--- config.mk ---
export PLATFORM = sky130hd
export DESIGN_NAME = ssd_scan_driver
export DESIGN_NICKNAME = d
export VERILOG_FILES = /design/src/rtl/ssd_pkg.sv /design/src/rtl/ssd_scan_driver_hex7seg.sv /design/src/rtl/ssd_scan_driver.sv
export SDC_FILE = /design/constraint.sdc
export NUM_CORES = 1
export LEC_CHECK = 0
export CAP_MARGIN = 20
export CORE_UTILIZATION = 54
export DETAILED_ROUTE_END_ITERATION = 8
export PLACE_DENSITY = 0.86
export SETUP_SLACK_MARGIN = 0.2
export SYNTH_ARGS = -nofsm -noshare
export SYNTH_HDL_FRONTEND = slang
export SYNTH_SLANG_ARGS = --single-unit
export TNS_END_PERCENT = 10
--- constraint.sdc ---
create_clock -name clock -period 7.1 [get_ports clock]
set_input_delay 2.13 -clock clock [delete_from_list [all_inputs] [get_ports clock]]
set_output_delay 2.13 -clock clock [all_outputs]
set_load 0.1 [all_outputs]
--- src/rtl/ssd_pkg.sv ---
// ============================================================================
//  Module   : ssd_pkg
//  Purpose  : Shared constants and state encoding for the 7-segment scan driver.
//  Revision : 1.0 - initial release
// ============================================================================
`default_nettype none

package ssd_pkg;

    localparam int NUM_DIGITS = 4;

    typedef enum logic [0:0] {
        SHOW  = 1'b0,
        BLANK = 1'b1
    } scan_state_t;

    localparam logic [6:0] SEG_BLANK = 7'h7F;
    localparam logic [3:0] AN_OFF    = 4'hF;

    // Active-low {g,f,e,d,c,b,a} patterns for hex digits 0..F
    localparam logic [6:0] SEG_HEX [16] = '{
        7'h40, 7'h79, 7'h24, 7'h30,
        7'h19, 7'h12, 7'h02, 7'h78,
        7'h00, 7'h10, 7'h08, 7'h03,
        7'h46, 7'h21, 7'h06, 7'h0E
    };

endpackage

`default_nettype wire

--- src/rtl/ssd_scan_driver_hex7seg.sv ---
// ============================================================================
//  Module   : hex7seg
//  Purpose  : Combinational 4-bit to active-low 7-segment decoder.
//  Revision : 1.0 - initial release
// ============================================================================
`default_nettype none

module hex7seg
    import ssd_pkg::*;
(
    input  logic [3:0] nibble,
    output logic [6:0] seg
);

    assign seg = SEG_HEX[nibble];

endmodule

`default_nettype wire

--- src/rtl/ssd_scan_driver.sv ---
// ============================================================================
//  Module   : ssd_scan_driver
//  Purpose  : Snapshots PC/register value, scans 16 bits onto a 4-digit
//             common-anode display. Optional: SSD_LEADING_ZERO_BLANK_EN.
//  Revision : 1.0 - initial release
// ============================================================================
`default_nettype none

module ssd_scan_driver
    import ssd_pkg::*;
#(
    parameter int SCAN_DIV  = 100000,
    parameter int BLANK_CYC = 1000,
    parameter int CNT_W     = 17
) (
    input  logic        clock,
    input  logic        reset,
    input  logic [31:0] pc_value,
    input  logic [31:0] reg_value,
    input  logic        sel_source,
    input  logic        sel_half,
    input  logic        update,
    output logic [3:0]  an,
    output logic [6:0]  seg,
    output logic        dp
);

    localparam logic [CNT_W-1:0] SCAN_LAST  = CNT_W'(SCAN_DIV - 1);
    localparam logic [CNT_W-1:0] BLANK_LAST = CNT_W'((BLANK_CYC > 0) ? BLANK_CYC - 1 : 0);

    scan_state_t      state_q, state_d;
    logic [1:0]       digit_q, digit_d;
    logic [CNT_W-1:0] cnt_q,   cnt_d;
    logic [31:0]      snap_q,  snap_d;
    logic [3:0]       an_q,    an_d;
    logic [6:0]       seg_q,   seg_d;
    logic             dp_q,    dp_d;

    logic [15:0] half;
    logic [3:0]  nibble;
    logic [6:0]  hex_seg;
    logic        suppress;

    assign half = sel_half ? snap_q[31:16] : snap_q[15:0];

    always_comb begin
        nibble = half[3:0];
        case (digit_q)
            2'd1:    nibble = half[7:4];
            2'd2:    nibble = half[11:8];
            2'd3:    nibble = half[15:12];
            default: nibble = half[3:0];
        endcase
    end

    hex7seg u_hex7seg (
        .nibble (nibble),
        .seg    (hex_seg)
    );

`ifdef SSD_LEADING_ZERO_BLANK_EN
    // A digit is dark when it and every digit to its left are zero
    assign suppress = ((digit_q == 2'd3) && (half[15:12] == 4'h0)) ||
                      ((digit_q == 2'd2) && (half[15:8]  == 8'h00)) ||
                      ((digit_q == 2'd1) && (half[15:4]  == 12'h000));
`else
    assign suppress = 1'b0;
`endif

    always_comb begin
        state_d = state_q;
        digit_d = digit_q;
        cnt_d   = cnt_q + CNT_W'(1);
        snap_d  = snap_q;
        an_d    = AN_OFF;
        seg_d   = SEG_BLANK;
        dp_d    = 1'b1;

        if (update) begin
            snap_d = sel_source ? reg_value : pc_value;
        end

        if (state_q == SHOW) begin
            if (cnt_q == SCAN_LAST) begin
                cnt_d = '0;
                if (BLANK_CYC > 0) begin
                    state_d = BLANK;
                end else begin
                    digit_d = digit_q + 2'd1;
                end
            end
            if (!suppress) begin
                an_d  = ~(4'b0001 << digit_q);
                seg_d = hex_seg;
            end
            dp_d = !((digit_q == 2'd3) && sel_half);
        end else begin
            if (cnt_q == BLANK_LAST) begin
                cnt_d   = '0;
                digit_d = digit_q + 2'd1;
                state_d = SHOW;
            end
        end
    end

    always_ff @(posedge clock or posedge reset) begin
        if (reset) begin
            state_q <= SHOW;
            digit_q <= 2'd0;
            cnt_q   <= '0;
            snap_q  <= '0;
            an_q    <= AN_OFF;
            seg_q   <= SEG_BLANK;
            dp_q    <= 1'b1;
        end else begin
            state_q <= state_d;
            digit_q <= digit_d;
            cnt_q   <= cnt_d;
            snap_q  <= snap_d;
            an_q    <= an_d;
            seg_q   <= seg_d;
            dp_q    <= dp_d;
        end
    end

    assign an  = an_q;
    assign seg = seg_q;
    assign dp  = dp_q;

endmodule

`default_nettype wire

* After elaboration in Yosys (flattened, before gate mapping)
Memories as Yosys holds them, arrays and structs flattened. Index checks and enable logic that the tools add are counted. Widths: inputs -> output; s select.
Word-level totals: output and inout port bits 12, ROM bits 112, memories kept 1, input bits 69, register bits after elaboration 64
Operators by class: add/subtract/negate cells 2, reduce and logical (&&, ||, !) cells 3, multiplexer cells 14, bitwise operators 2, shift-type cells 1, equality and inequality tests 5, order comparisons 1
Memory list:
- (no name shown) | depth 16, bits a word 7, read ports 1, clocked after memory_dff 0, wr ports 0, line ssd_scan_driver_hex7seg.sv:15 | assign seg = SEG_HEX[nibble];
Operators with widths (number):
- $mux 17 | 3
- $mux 32 | 1
- $mux 7 | 3
- $add 17x1->17 const B | 1
- $eq 17x10->1 const B | 1
- $eq 17x17->1 const B | 1
- $mux 16 | 1
- $pmux 4 s3 | 1
- $ge 5x5->1 const B | 1
- $not 4->5 | 1
- $eq 2x2->1 const B | 2
- $mux 1 | 4
- $mux 4 | 1
- $not 4->4 | 1
- $shl 1x2->4 const A | 1
- $add 2x1->2 const B | 1
- $eq 2x1->1 const B | 1
- $reduce_and 2->1 | 1
- $logic_and 1x1->1 | 1
- $logic_not 1->1 | 1

* Logic depth before layout (Yosys ltp)
Gate-level depths: netlist (run 1).
depth after elaboration 7, depth in mapped cells 12, gate-level depth less buffers 11

* Hierarchy
Synthesis (run 1) repeated with hierarchy kept, for this count alone.
Unflattened totals: cell total of the unflattened synthesis 312, area total of the unflattened synthesis 3338.2 um^2
Modules (own cells, without submodules):
- ssd_scan_driver | sequential area each 1616.6 um^2, cells each 281, area each 3075.4 um^2, instances 1
- hex7seg | sequential area each 0.0 um^2, cells each 31, area each 262.8 um^2, instances 1

* Worst setup path after synthesis (run 1)
Ideal clock, no wire load.
kind input -> register, from input sel_half, to register seg_q[6], in the netlist seg[6], stages on the path 7, setup slack 3.316 ns, data required time 7.017 ns, setup time 0.083 ns, arrival 3.700 ns, cells stage by stage clkbuf_1 -> a211oi_1 -> a21oi_1 -> inv_1 -> ha_1 -> mux2_2 -> a221o_1
On the way: longest elaborated chain between the ends 7
RTL lines:
- from (decl) | line ssd_scan_driver.sv:21 | input logic sel_half,
- $mux 16 | line ssd_scan_driver.sv:44 | assign half = sel_half ? snap_q[31:16] : snap_q[15:0];
- $pmux 4 s3 | line ssd_scan_driver.sv:48 | case (digit_q)
- $not 4->5 (not written as such) | line ssd_scan_driver_hex7seg.sv:15
- $mem_v2 16x7
- $mux 7 (not written as such) (2 in a row) | line ssd_scan_driver_hex7seg.sv:15
- $mux 7 | line ssd_scan_driver.sv:83 | if (state_q == SHOW) begin
- named net seg_d[6] | line ssd_scan_driver.sv:36 | logic [6:0] seg_q, seg_d;
- to (signal assigned) | line ssd_scan_driver.sv:121 | seg_q <= seg_d;
- to (decl) | line ssd_scan_driver.sv:36
The timed path passes the listed nets, and every way through them passes these cells. The select of a mux whose other input is x is not followed. A chain may end at the register's enable or synchronous reset.

* Final worst setup path (run 1)
from input sel_half, to register seg_q[3], in the netlist seg[3]
Same word-level chain as after synthesis.

==> qor.yml, run 1 <==
cp-start-kind: "input pin"
start_util_pct: 56.09
crit_fanout: 10
cts_root_buf: "clkbuf_8"
regArea_um2: 1617
relSlewSlack_pct: 33.58
cts_setup_buffers: 0
grt_overflow: 0
wl_um: 7445
syn_to_final_growth_pct: 28.73
syn_nets: 410
skew_ns: 0.007963
grt_busiest_layer: "met2"
core_um2: 5956
slew_viol_final: 0
multi_input_area_um2: 1570
final_layout_size_suffix_gt1_share_pct: 9.113
crit_type: "in -> reg"
max-cap-violations: 0
post_cts_resized: 0
worstPathArrival_ns: 4.41
setup_viol: 0
dieArea_um2: 6505
path_clk_slew_ns: 0.06
fin_nets: 482
p_leak_uw: 0.001887
cts_max_level: 3
hold_buffers: 0
grt_max_degree: 65
antenna_cells: 0
wl_per_cell_um: 15.48
clk_path_buf_depth: 2
vdd_ir_drop_max_mv: 0.1668
final_common_cell: "clkdlybuf4s50_1"
vias: 2716
powerDensity_nw_per_um2: 205.9
io_buffers: 80
critPathRequiredTime_ns: 7.34
firstDrtPassIters: 4
worst_pin_slew_ns: 0.9963
nFillCells: 459
num_rows: 28
grt_pass1_vias: 2708
slowest_delay_ns: 0.68
fp.dieW_um: 80.66
period_share_pct: 58.74
end_kind: "flop"
hold_violations: 0
met1_usage_pct: 28.38
seq_area_frac_synth_pct: 48.39
clkLatencyLatePin_ns: 0.34
ys.warnings.count: 0
drc_errors: 0
antenna_found_initial: 0
use_met2_pct: 45.93
crit_chain: "clkdlybuf4s50_1, a211oi_1, a21oi_1, inv_1, ha_1, a21boi_0, a2111oi_0, a31oi_1"
final.setup.tns_ns: 0
cts.sinks: 64
hpwl_um: 5382
synth_seq_cells: 64
ant_nets: 0
die_y_um: 80.66
cts_tree: "built"
syn_avg_cell_area_um2: 10.15
hp-class: "reg -> reg"
syn_inst: 329
viasPerCell: 5.647
syn-cell-area_um2: 3341
grt_pass1_wl_um: 12220
numCtsBuffers: 9
fin_crit_ns: 4.171
critPathSlowestCell: "clkdlybuf4s50_1"
final_cell_mix: "78 x clkdlybuf4s50_1, 52 x nor2_1, 52 x dfrtp_1"
rsz0062_at_grt: "no"
synth.distinct_cells: 44
drt_iter0_drc: 233
gr-usage-all-layers_pct: 25.56
fmax_mhz: 239.8
fin_util_pct: 72.21
grt_use_met3_pct: 8.068
status: "completed"
pin_count: 81
gp_congestion: 0.8050
## registers in the layout, summed over array words and instances, names as in the netlist
name     count
snap_q      32
cnt_q       17
seg          7
an           4
digit_q      2
dp           1
state_q      1
## cell usage after synthesis (all sizes together)
cell,number,area [µm²]
a2111oi,1,8.760
nor4,2,12.51
a221oi,2,17.52
o31ai,2,28.78
a22oi,1,7.510
o41ai,1,8.760
a222oi,6,60.06
and2,1,6.260
a211oi,2,15.01
a22o,1,8.760
buf,8,42.54
o311ai,1,8.760
xor2,7,61.31
nand2,14,52.55
a221o,2,20.02
dfstp,12,315.3
nand4,5,31.28
mux2,3,33.78
o221a,1,11.26
nor2b,4,25.02
and3,3,18.77
nor3,3,15.01
inv,15,56.30
a21oi,40,200.2
mux4,1,22.52
or4,2,15.01
a21o,1,7.510
ha,12,150.1
o21ai,1,5.000
a21boi,1,7.510
or4b,1,13.76
a211o,1,8.760
nand3,10,50.05
clkbuf,12,55.05
mux2i,34,340.3
o221ai,2,17.52
xnor2,9,78.83
nor2,52,195.2
a31oi,1,6.260
dfrtp,52,1301
## worst max-delay path: cells and delay by family
family	cells	cell delay, ns
buf+inv	2	0.86
compound gates	5	1.17
fa+ha+maj	1	0.25
## metal layers
layer  wire length (µm)  share of wire, %  up-vias
met4                163               2.2        0
met5                  0                 0        -
met1               2897                39     1299
li1                   -                 -     1304
met3                418               5.6       16
met2               3965                53       97
## report_power, final
| part | leakage [µW] | total (µW) | switching (µW) | internal, µW |
|---|---|---|---|---|
| sequential | 0.000747 | 413 | 14.5 | 399 |
| combinational | 0.00105 | 207 | 127 | 80.8 |
| clock | 0.0000899 | 265 | 131 | 134 |
| total | 0.00189 | 886 | 272 | 613 |
## worst paths after layout
kind | endpoint | cells past startpoint | slack, ns | start
setup reg to reg | seg[3] | 10 | 3.97 | digit_q[0]
hold / removal | cnt_q[0] | 1 | 0.49 | cnt_q[0]
max in group asynchronous | cnt_q[9] | 3 | 4.26 | reset
min in group asynchronous | snap_q[15] | 3 | 2.32 | reset
setup / recovery | seg[3] | 8 | 2.93 | sel_half
hold reg to reg | cnt_q[0] | 1 | 0.49 | cnt_q[0]
## cells by family (layout without fill, tap and decap cells)
group                    Yosys count  after routing  share of synthesized area [%]
XOR/XNOR                          16             16                          4.195
flip-flops                        64             64                          48.39
adder cells (fa/ha/maj)           12             12                          4.494
AO/OA/AOI/OAI                     67             67                          13.41
AND/OR/NAND/NOR                   97             97                          13.03
multiplexers                      38             38                          11.87
buffers and inverters             35            112                          4.607
## cell type report
class,count,area share (%)
clock buffers,12,3.375
clock inverters,4,0.4655
inverters,15,1.309
multi-input cells,230,36.51
flip-flops and latches,64,37.59
well taps,75,2.182
repair buffers,81,18.56
## through the flow
step / hold WS (ns) / setup slack (ns) / cell area (µm²) / cells / total power, µW
CTS: 0.4910 / 2.966 / 4300 / 481 / 892.2
global route: 0.5147 / 2.787 / 4300 / 481 / 926.1
detailed placement: 0.4750 / 2.669 / 4135 / 465 / 626.5
finish: 0.4903 / 2.929 / 4300 / 481 / 885.7
global placement: 0.4677 / 2.810 / 4135 / 465 / 619.5
floorplan: 0.4501 / 3.316 / 3341 / 329 / 555.6
No activity file was read; power rests on OpenSTA's default activity.
==> run 2, diff against run 1 <==
Settings changed: CORE_UTILIZATION 54 to 45, PLACE_DENSITY 0.86 to 0.77.
Clock period 7.1 ns to 3.73 ns, I/O delays scaled along.
==> run 2 against run 1 <==
- non-clock buffer count increased by 1
- clock skew about the same
- critical endpoint unchanged
- critical path depth unchanged
- clock-buffer cell count unchanged
- global-route usage decreased by 5.2 points
- utilization decreased by 12 points
- sequential power increased by 90%
- largest cell class unchanged
- flip-flop and latch count unchanged
==> qor.yml, run 2 (same netlist as run 1, synthesis figures left out) <==
worstPathArrival_ns: 3.36  # -1.05 ns
setup_viol: 0  # unchanged
hpwl_um: 5182  # -3.7%
grt_busiest_layer: "met2"
cts.sinks: 64  # unchanged
cp-start-kind: "input pin"
reg2reg_slack_ns: 0.69  # -3.28 ns
final_common_cell: "clkdlybuf4s50_1"
period_share_pct: 83.25
cts_root_buf: "clkbuf_8"
p_leak_uw: 0.001910  # +1.2%
viasPerCell: 5.245  # -7.1%
fin_nets: 483  # +0.21%
ant_nets: 0  # unchanged
critPathRequiredTime_ns: 3.98  # -3.36 ns
hold_buffers: 0  # unchanged
largest_reg_flops: 32  # unchanged
min_from: "cnt_q[0]"
num_rows: 31  # +11%
switchingPower_uw: 520.0  # +91%
crit_fanout: 10  # unchanged
drc_errors: 0  # unchanged
pre_cts_ws_ns: 0.3632  # -2.306 ns
hold_violations: 0  # unchanged
rr_startpoint: "digit_q[0]"
start_util_pct: 46.31  # -9.8 points
r2r_end: "seg[3]"
switching_share_pct: 29.95  # -0.80 points
syn_to_final_growth_pct: 29.78
status: "completed"
fin_ws_ns: 0.6247  # -2.305 ns
grt_max_degree: 65  # unchanged
seqPwrFrac_pct: 45.3  # -1.4 points
pwr-share-clk_pct: 32.2  # +2.3 points
grt_pass1_vias: 2635  # -2.7%
wl_per_cell_um: 14.47  # -6.5%
numCtsBuffers: 9  # unchanged
cts_max_level: 3  # unchanged
crit_type: "in -> reg"
skew_ns: 0.008379  # +0.0004159 ns
firstDrtPassIters: 4  # unchanged
path_clk_slew_ns: 0.07  # about the same
worst_pin_slew_ns: 0.9730  # -0.02333 ns
io_buffers: 80  # unchanged
fp.dieW_um: 88.16  # +9.3%
relSlewSlack_pct: 35.14  # +1.6 points
antenna_cells: 0  # unchanged
cts_tree: "built"
antenna_found_initial: 0  # unchanged
met1_usage_pct: 25.66  # -2.7 points
end_kind: "flop"
max-cap-violations: 0  # unchanged
final_cell_mix: "66 x clkdlybuf4s50_1, 52 x nor2_1, 52 x dfrtp_1"
largest_register: "snap_q"
vdd_ir_drop_max_mv: 0.1611  # -3.4%
drt_iter0_drc: 174  # -25%
grt_overflow: 0  # unchanged
cts_setup_buffers: 0  # unchanged
pin_count: 81  # unchanged
fin_crit_ns: 3.105
slew_viol_final: 0  # unchanged
dieArea_um2: 7772  # +19%
powerDensity_nw_per_um2: 400.4  # +94%
vias: 2654  # -2.3%
hold_path_depth: 1  # unchanged
wl_um: 7321  # -1.7%
die_y_um: 88.16  # +9.3%
hp-class: "reg -> reg"
holdPathEnd: "cnt_q[0]"
core_um2: 7214  # +21%
internal-power_uw: 1216  # +98%
fmax_mhz: 322.0
use_met2_pct: 34.41  # -12 points
grt_use_met3_pct: 4.713  # -3.4 points
comb_power_share_pct: 22.5  # -0.9 points
gr-usage-all-layers_pct: 20.39  # -5.2 points
rsz0062_at_grt: "no"
gp_congestion: 0.8475  # +5.3%
final.setup.tns_ns: 0  # unchanged
post_cts_resized: 0  # unchanged
grt_pass1_wl_um: 12140  # -0.67%
reg2regPathDepth: 10  # unchanged
clkLatencyLatePin_ns: 0.34  # about the same
clk_path_buf_depth: 2  # unchanged
final_layout_size_suffix_gt1_share_pct: 12.04  # +2.9 points
[run 2: layout make-up]
type                    count  area [µm²]
clock inverters             4       45.04
flip-flops and latches     64        1617
multi-input cells         230        1570
inverters                  15       56.30
fillers                   629        2879
clock buffers              12       135.1
repair buffers             82       788.3
well taps                  99       123.9
[run 2: worst max path at each step]
| stage | from | to | slack [ns] | depth (start not counted) |
|---|---|---|---|---|
| after floorplan | sel_half | seg[6] | 0.96 | 7 |
| after global placement | sel_half | seg[3] | 0.44 | 8 |
| after detailed placement | sel_half | seg[3] | 0.36 | 8 |
| after CTS | sel_half | seg[3] | 0.66 | 8 |
| after global routing | sel_half | seg[3] | 0.51 | 8 |
| final | sel_half | seg[3] | 0.62 | 8 |
[run 2: metal layers]
metal | share of wire, % | vias up
met1 | 44 | 1267
li1 | - | 1311
met3 | 4.3 | 8
met5 | 0 | -
met2 | 51 | 68
met4 | 1.1 | 0
[run 2: through the flow]
step	utilization (%)	power, µW	std cells	instance area, µm²	hold WS (ns)
floorplan	-	1058	329	3341	0.4501
global placement	57.60	1180	490	4155	0.4780
finish	60.09	1736	506	4335	0.4793
detailed placement	57.60	1188	490	4155	0.4779
global route	60.09	1811	506	4335	0.5112
CTS	60.09	1748	506	4335	0.4868
[run 2: power groups by stage]
stage / Sequential, µW / Clock [µW] / Combinational, µW
after floorplan: 917 / 0 / 141
after CTS: 786 / 570 / 393
after detailed placement: 797 / 0 / 391
after global routing: 792 / 597 / 423
after global placement: 796 / 0 / 384
final: 786 / 560 / 390
[run 2: critical path, cell delays in order]
cell             delay (ns)
clkdlybuf4s50_1        0.69
a211oi_1               0.08
a21oi_1                0.40
inv_1                  0.16
ha_1                   0.24
a21boi_0               0.13
a2111oi_0              0.46
a31oi_1                0.07
==> run 3, diff against run 2 <==
Settings changed: CORE_UTILIZATION 45 to 50, PLACE_DENSITY 0.77 to 0.81.
Clock period 3.73 ns to 2.9 ns, I/O delays scaled along.
==> run 3 against run 2 <==
- clock power rose by 50%
- sequential share of layout area fell by 0.86 points
- critical path depth rose by 1
- worst setup slack got worse by 0.24 ns
- final area rose by 2.4%
- die area fell by 9.8%
- first-iteration DRC count rose by 6.3%
- critical path type is now reg -> reg
- critical endpoint is now seg[6]
==> qor.yml, run 3 (same netlist as run 1, synthesis figures left out) <==
fin_util_pct: 69.49  # +9.4 points
rsz0062_at_grt: "yes"
dieArea_um2: 7012  # -9.8%
setup_viol: 0  # unchanged
gp_congestion: 0.8877  # +4.7%
grt_pass1_vias: 2807  # +6.5%
dp_cells: 476  # -2.9%
status: "completed"
powerDensity_nw_per_um2: 536.4  # +34%
regArea_um2: 1617  # unchanged
largest_reg_flops: 32  # unchanged
grt_overflow: 0  # unchanged
gr-usage-all-layers_pct: 23.89  # +3.5 points
period_share_pct: 86.81
slew_viol_final: 0  # unchanged
numCtsBuffers: 9  # unchanged
io_buffers: 80  # unchanged
cts_max_level: 3  # unchanged
hold_violations: 0  # unchanged
nFillCells: 484  # -23%
switching_share_pct: 29.72  # -0.23 points
fmax_mhz: 397.2
fp.dieW_um: 83.74  # -5.0%
largest_register: "snap_q"
critPathSlowestCell: "dfrtp_1"
end_kind: "flop"
hold_buffers: 0  # unchanged
max-cap-violations: 0  # unchanged
relSlewSlack_pct: 60.91  # +26 points
p_leak_uw: 0.001973  # +3.3%
worstPathArrival_ns: 2.80  # -0.56 ns
clk_path_buf_depth: 2  # unchanged
drc_errors: 0  # unchanged
grt_pass1_wl_um: 13270  # +9.3%
fin_crit_ns: 2.517
cts_root_buf: "clkbuf_8"
seqPwrFrac_pct: 42.6  # -2.7 points
vias: 2724  # +2.6%
drt_iter0_drc: 185  # +6.3%
viasPerCell: 5.537  # +5.6%
num_rows: 29  # -6.5%
hpwl_um: 5574  # +7.6%
slowest_delay_ns: 0.41  # -0.28 ns
firstDrtPassIters: 5  # +1
vdd_ir_drop_max_mv: 0.6138  # +280%
comb_power_share_pct: 22.1  # -0.4 points
clkLatencyLatePin_ns: 0.35  # about the same
holdWs_ns: 0.4817  # +0.002383 ns
die_y_um: 83.74  # -5.0%
crit_type: "reg -> reg"
final_cell_mix: "66 x clkdlybuf4s50_1, 52 x dfrtp_1, 51 x nor2_1"
antenna_found_initial: 0  # unchanged
crit_fanout: 9  # -1
final_common_cell: "clkdlybuf4s50_1"
syn_to_final_growth_pct: 32.85
antenna_cells: 0  # unchanged
instances_no_fill: 492  # -2.8%
crit_chain: "inv_1, ha_2, a222oi_1, a21oi_1, a21oi_1, inv_1, ha_1, mux2_2, a221o_1"
grt_max_degree: 65  # unchanged
p_total_uw: 2381  # +37%
ant_nets: 0  # unchanged
wl_um: 7673  # +4.8%
pwr-share-clk_pct: 35.3  # +3.1 points
path_clk_slew_ns: 0.08  # about the same
internal-power_uw: 1673  # +38%
critical_path_buf_inv_count: 2  # unchanged
cts_setup_buffers: 0  # unchanged
multi_input_area_um2: 1590  # +1.3%
wl_per_cell_um: 15.60  # +7.8%
post_cts_resized: 0  # unchanged
final.setup.tns_ns: 0  # unchanged
switchingPower_uw: 707.5  # +36%
final_layout_size_suffix_gt1_share_pct: 15.42  # +3.4 points
worst_pin_slew_ns: 0.5819  # -0.3911 ns
cts_tree: "built"
fin_nets: 491  # +1.7%
cts.sinks: 64  # unchanged
pin_count: 81  # unchanged
cp-start-kind: "flop"
core_um2: 6386  # -11%
skew_ns: 0.01326  # +0.004886 ns
hp-class: "reg -> reg"
critPathRequiredTime_ns: 3.18  # -0.80 ns
start_util_pct: 52.31  # +6.0 points
cpLargestDelayFamily: "compound AO/OA/AOI/OAI gates"
run 3: path summary, 6_finish.rpt:
path,from,to,slack [ns],depth (start not counted)
max reg2reg,digit_q[0],seg[6],0.38,9
max,digit_q[0],seg[6],0.38,9
max in group asynchronous,reset,seg[4],1.67,3
min in group asynchronous,reset,cnt_q[8],0.91,3
min,cnt_q[0],cnt_q[0],0.48,1
min reg2reg,cnt_q[0],cnt_q[0],0.48,1
run 3: cell type report:
type	instances	share of cell area [%]
clock buffer	14	4.877
clock inverter	2	0.3101
inverter	15	1.269
multi-input combinational	230	35.83
sequential	64	36.43
tap	77	2.171
timing repair buffer	90	19.11
run 3: metrics by stage:
step           setup WS, ns  area, µm²
3_5_place_dp        0.07185       4188
4_1_cts              0.2284       4418
5_1_grt              0.1984       4438
3_3_place_gp         0.1577       4188
2_1_floorplan        0.3764       3341
6_report             0.3826       4438
run 3: power groups by stage:
stage / Clock, µW / Sequential (µW) / Combinational (µW)
CTS: 853 / 1010 / 522
global route: 900 / 1020 / 564
finish: 841 / 1010 / 526
floorplan: 0 / 1180 / 181
detailed placement: 0 / 1030 / 520
global placement: 0 / 1030 / 505
run 3: routing by layer:
layer	vias up	GRT usage [%]	part of all wire, %
met5	-	0	0
li1	1321	-	-
met4	0	9.245	1.5
met1	1304	28.82	42
met2	86	41.09	51
met3	13	5.935	5.3
